**src/rtl/xadc_drp_pkg.sv**
```systemverilog
// Shared definitions for the XADC DRP scheduler: scan address table, FSM encoding and constants.
// The scan order (TEMP, VCCINT, VCCAUX, VCCBRAM, AUX2, AUX3) fixes the slot index of every result.
package xadc_drp_pkg;

  localparam int          SCAN_LEN     = 6;
  localparam logic [15:0] TIMEOUT_DATA = 16'hFFFF;

  typedef enum logic [2:0] {
    IDLE,
    SCAN_ISSUE,
    SCAN_WAIT,
    HOST_ISSUE,
    HOST_WAIT
  } state_t;

  function automatic logic [6:0] scan_addr(input logic [2:0] slot);
    case (slot)
      3'd0:    scan_addr = 7'h00;
      3'd1:    scan_addr = 7'h01;
      3'd2:    scan_addr = 7'h02;
      3'd3:    scan_addr = 7'h06;
      3'd4:    scan_addr = 7'h12;
      default: scan_addr = 7'h13;
    endcase
  endfunction

endpackage

```
**src/rtl/xadc_drp_scheduler.sv**
```systemverilog
// DRP scheduler: six-register status scan per EOS plus one arbitrated host requester.
// Latency: DEN one cycle after EOS/host_req seen in IDLE; result L+1 cycles after DEN.
// Backpressure: host_req waits behind scans; one extra EOS is queued, further ones flag overrun.
module xadc_drp_scheduler
  import xadc_drp_pkg::*;
#(
  parameter int TIMEOUT = 63
) (
  input  logic        DCLK,
  input  logic        RESET,
  input  logic        EOS,
  output logic        DEN,
  output logic        DWE,
  output logic [6:0]  DADDR,
  output logic [15:0] DI,
  input  logic [15:0] DO,
  input  logic        DRDY,
  input  logic        host_req,
  input  logic        host_we,
  input  logic [6:0]  host_addr,
  input  logic [15:0] host_wdata,
  output logic        host_ack,
  output logic [15:0] host_rdata,
  output logic [15:0] MEASURED_TEMP,
  output logic [15:0] MEASURED_VCCINT,
  output logic [15:0] MEASURED_VCCAUX,
  output logic [15:0] MEASURED_VCCBRAM,
  output logic [15:0] MEASURED_AUX2,
  output logic [15:0] MEASURED_AUX3,
  output logic        sample_valid,
  output logic        scan_busy,
  output logic        timeout_err,
  output logic        eos_overrun
);

  localparam logic [2:0] LAST_SLOT = 3'(SCAN_LEN - 1);

  state_t      state, state_nxt;
  logic [2:0]  slot;
  logic [5:0]  wait_cnt;
  logic [6:0]  wait_inc;
  logic        scan_pend;
  logic        host_rd;
  logic        in_wait;
  logic        drp_abort;
  logic        drp_done;
  logic [15:0] meas [SCAN_LEN];

  // The abort fires on the wait cycle whose increment would reach TIMEOUT; DRDY wins a tie.
  assign in_wait   = (state == SCAN_WAIT) || (state == HOST_WAIT);
  assign wait_inc  = {1'b0, wait_cnt} + 7'd1;
  assign drp_abort = in_wait && !DRDY && (wait_inc == 7'(TIMEOUT));
  assign drp_done  = in_wait && (DRDY || drp_abort);

  always_comb begin
    state_nxt = state;
    case (state)
      IDLE: begin
        if (EOS || scan_pend) begin
          state_nxt = SCAN_ISSUE;
        end else if (host_req) begin
          state_nxt = HOST_ISSUE;
        end
      end
      SCAN_ISSUE: state_nxt = SCAN_WAIT;
      SCAN_WAIT: begin
        if (drp_done) begin
          state_nxt = (slot == LAST_SLOT) ? IDLE : SCAN_ISSUE;
        end
      end
      HOST_ISSUE: state_nxt = HOST_WAIT;
      HOST_WAIT: begin
        if (drp_done) begin
          state_nxt = IDLE;
        end
      end
      default: state_nxt = IDLE;
    endcase
  end

  always_ff @(posedge DCLK) begin
    if (RESET) begin
      state <= IDLE;
    end else begin
      state <= state_nxt;
    end
  end

  always_ff @(posedge DCLK) begin
    if (RESET) begin
      slot         <= '0;
      wait_cnt     <= '0;
      scan_pend    <= 1'b0;
      host_rd      <= 1'b0;
      DEN          <= 1'b0;
      DWE          <= 1'b0;
      DADDR        <= '0;
      DI           <= '0;
      host_ack     <= 1'b0;
      host_rdata   <= '0;
      sample_valid <= 1'b0;
      scan_busy    <= 1'b0;
      timeout_err  <= 1'b0;
      eos_overrun  <= 1'b0;
      for (int i = 0; i < SCAN_LEN; i++) begin
        meas[i] <= '0;
      end
    end else begin
      DEN          <= (state_nxt == SCAN_ISSUE) || (state_nxt == HOST_ISSUE);
      DWE          <= 1'b0;
      host_ack     <= 1'b0;
      sample_valid <= 1'b0;
      scan_busy    <= (state_nxt == SCAN_ISSUE) || (state_nxt == SCAN_WAIT);

      if ((state == SCAN_ISSUE) || (state == HOST_ISSUE)) begin
        wait_cnt <= '0;
      end else if (in_wait && !DRDY) begin
        wait_cnt <= wait_inc[5:0];
      end

      // IDLE always consumes any pending scan; elsewhere EOS queues one deep.
      if (state == IDLE) begin
        scan_pend <= 1'b0;
      end else if (EOS) begin
        if (scan_pend) begin
          eos_overrun <= 1'b1;
        end else begin
          scan_pend <= 1'b1;
        end
      end

      if (state == IDLE && state_nxt == SCAN_ISSUE) begin
        slot  <= '0;
        DADDR <= scan_addr(3'd0);
        DI    <= '0;
      end

      if (state == IDLE && state_nxt == HOST_ISSUE) begin
        DADDR   <= host_addr;
        DI      <= host_wdata;
        DWE     <= host_we;
        host_rd <= !host_we;
      end

      if (state == SCAN_WAIT && drp_done) begin
        if (DRDY) begin
          meas[slot] <= DO;
        end
        if (drp_abort) begin
          timeout_err <= 1'b1;
        end
        if (slot == LAST_SLOT) begin
          sample_valid <= 1'b1;
        end else begin
          slot  <= slot + 3'd1;
          DADDR <= scan_addr(slot + 3'd1);
        end
      end

      if (state == HOST_WAIT && drp_done) begin
        host_ack <= 1'b1;
        if (drp_abort) begin
          timeout_err <= 1'b1;
          host_rdata  <= TIMEOUT_DATA;
        end else if (host_rd) begin
          host_rdata <= DO;
        end
      end
    end
  end

  assign MEASURED_TEMP    = meas[0];
  assign MEASURED_VCCINT  = meas[1];
  assign MEASURED_VCCAUX  = meas[2];
  assign MEASURED_VCCBRAM = meas[3];
  assign MEASURED_AUX2    = meas[4];
  assign MEASURED_AUX3    = meas[5];

endmodule

```
**config.mk**
```make
export PLATFORM = sky130hd
export DESIGN_NAME = xadc_drp_scheduler
export DESIGN_NICKNAME = d
export VERILOG_FILES = /design/src/rtl/xadc_drp_pkg.sv /design/src/rtl/xadc_drp_scheduler.sv
export SDC_FILE = /design/constraint.sdc
export NUM_CORES = 1
export LEC_CHECK = 0
export CORE_MARGIN = 1.5
export CORE_UTILIZATION = 46
export DETAILED_ROUTE_END_ITERATION = 8
export PLACE_DENSITY = 0.83
export REMOVE_ABC_BUFFERS = 1
export SYNTH_ARGS = -nofsm -noshare
export SYNTH_HDL_FRONTEND = slang
export SYNTH_SLANG_ARGS = --single-unit
```
**constraint.sdc**
```tcl
create_clock -name DCLK -period 3 [get_ports DCLK]
set_input_delay 0.6 -clock DCLK [delete_from_list [all_inputs] [get_ports DCLK]]
set_output_delay 0.6 -clock DCLK [all_outputs]
set_load 0.01 [all_outputs]
```
==> reports/metrics.cfg <==
[run_status]
outcome=complete, no violations

[grt]
grt-ovfl-total=0
track_usage_pct=23.58
antenna_found_initial=0
grt_max_degree=27
grt_pass1_wl_um=23730
grt_pass1_vias=4520

[clock_tree]
cts.sinks=156
h-tree-depth=4
clk_latency_ns=0.42
cts_tree=built
cts_setup_buffers=0
clkTransAtPathRegs_ns=0.06
cts_buffers=17
cts_resized=0
ctsHoldBuffers=0
clk_path_buf_depth=2
cts_root_buf=clkbuf_16

[floorplan]
die_width_um=116.5
rows=41
dieHeight_um=116.5
io_pins=187
die_area_sq_um=13560
core_sq_um=12570
initial_core_util_pct=47.11

[detailed_routing]
vias=4617
drt-initial-drc-count=366
post-route-drc-count=0
dr.pass1.iters=6
final_antenna_net_count=0
wl_per_cell_um=17.74
routed_wl_um=15860
avgViaCountPerCell=5.164

[yosys]
synth-edff-count=96
async_reset_ff_share_pct=0
synth_compound_area_share_pct=9.193
synthFlopType=edfxtp_1
synth_cells=511
synthXorXnorAreaFrac_pct=1.183
synth.avg_cell_area_sq_um=11.59
muxShareOfSynthArea_pct=0
synth_area_leaders=edfxtp_1, dfxtp_1, nor2_1
yosys.area_share.simple_pct=14.60
netlist_area_sq_um=5921
synth_seq_area_share_pct=68.98
synth_most_common_cell=nor2_1
synth_warnings=0
ys_top_cells_by_count=nor2_1, edfxtp_1, dfxtp_1, inv_1, nand2_1
synth_top_area_share_pct=48.69
synthDistinctLibCells=41
synthAdderAreaFrac_pct=1.479
synth_seq_cells=156
synth_top_family_by_area=simple AND/OR/NAND/NOR gates
synth_top_area_cell=edfxtp_1

[placement]
hpwl_um=11390
io_buffers=186
dp.cells=862
gp_congestion=0.8647

[setup_path]
r2r_slack_ns=0.73
timing.rr.start=wait_cnt[0]$_SDFFE_PP0P_
crit_type=primary input to register
r2r_cells=6
crit_path_start=DRDY
critPathMaxFanout=16
worstSetupStartpointType=primary input
rr_endpoint=host_rdata[10]$_SDFFE_PP0P_
endpoint=meas[3][14]$_SDFFCE_PN0P_
cp.required_ns=3.10
cp-end-kind=register
critPathArrivalTime_ns=2.54

[sta]
final_max_slew_viol_count=0
fmaxAchievable_mhz=411.2
fin_crit_ns=2.432
fin_setup_tns_ns=0
final_hold_viol_count=0
clock_skew_ns=0.008227
grt_setup_unrepaired=no
worst_pin_slew_ns=0.6593
fin_hold_ws_ns=0.4510
setup_viol=0
fin_crit_sh_pct=81.06
slew_headroom_pct=55.92

[finish]
final_layout_size_suffix_gt1_share_pct=9.003
diodes=0
post_layout_nonfiller_instances=894
synthToLayoutAreaGrowth_pct=45.31
final_nets=761

[worst_hold_path]
hold_path_class=register to register

[power]
cellPowerDensity_nw_per_um2=592.5
ir_worst_vdd_v=0.0003804
cellLeakagePower_nw=3.145

[run]
maxCapViolations=0

-- worst min path at each step --
stage                          startpoint                         end  slack [ns]  cells past startpoint
6_report       host_rdata[8]$_SDFFE_PP0P_  host_rdata[8]$_SDFFE_PP0P_        0.45                      2
5_1_grt                          register                    register        0.47                      2
4_1_cts                          register                    register        0.45                      2
3_5_place_dp                     register                    register        0.44                      2
3_3_place_gp                     register                    register        0.44                      2
2_1_floorplan                    register                    register        0.46                      2
-- cell type report --
type                       instances  area (sq um)
clock buffer                      23         467.9
fill                             907          3965
inverter                          42         157.7
multi-input combinational        289          1583
timing repair buffer             203          1984
clock inverter                     9         111.4
tap                              172         215.2
sequential                       156          4084
-- critical path, cell delays in order --
cell,delay [ns]
clkdlybuf4s50_1,0.59
inv_1,0.17
nor3_1,0.27
nand2_1,0.11
or4_1,0.45
nand2_1,0.09
buf_4,0.24
-- cells by family after synthesis --
logic type / after synthesis
buffers and inverters: 66
xor gates and xnor gates: 8
DFF: 156
and+or+nand+nor: 204
adders and majority gates: 7
AOI/OAI and AO/OA: 70
-- cell usage in the layout (no fill, tap or decap), drive strengths merged, types with 7 or more instances in the layout --
cell | synthesis | routed
clkdlybuf4s50 | 0 | 185
nor2 | 127 | 127
edfxtp | 96 | 96
dfxtp | 60 | 60
inv | 42 | 44
nand2 | 38 | 38
clkbuf | 21 | 23
a22oi | 22 | 22
buf | 3 | 18
a211oi | 18 | 18
nor3 | 11 | 11
o21ai | 10 | 10
nand3 | 7 | 7
a21oi | 7 | 7
ha | 7 | 7
-- report_power, final --
part | total, mW | switching, mW | internal [mW]
combinational | 0.569 | 0.297 | 0.272
clock | 2.10 | 0.826 | 1.27
sequential | 2.43 | 0.0561 | 2.37
-- stage by stage --
step	instance area, sq um	power [mW]	setup slack [ns]	util (%)
finish	8603	5.097	0.5681	68.45
global route	8603	5.250	0.4403	68.45
CTS	8603	5.120	0.5925	68.45
detailed placement	8024	3.040	0.1938	63.84
global placement	8024	3.016	0.2805	63.84
floorplan	5808	2.691	-0.1045	-
-- metal layers --
layer | global-route usage [%] | routed length [um] | vias to the layer above
li1 | - | - | 2158
met1 | 27.85 | 6129 | 2173
met2 | 41.45 | 7988 | 258
met3 | 6.435 | 1438 | 28
met4 | 8.455 | 302 | 0
met5 | 0 | 0 | -
-- sequential cells by signal (all words and copies together) (netlist names), named ones only --
name / flops
scan_busy: 1
scan_pend: 1
DI: 16
slot: 3
DWE: 1
meas: 96
host_ack: 1
state: 3
host_rdata: 16
DEN: 1
wait_cnt: 6
eos_overrun: 1
host_rd: 1
DADDR: 7
sample_valid: 1
Power figures use the tool's default switching activity.
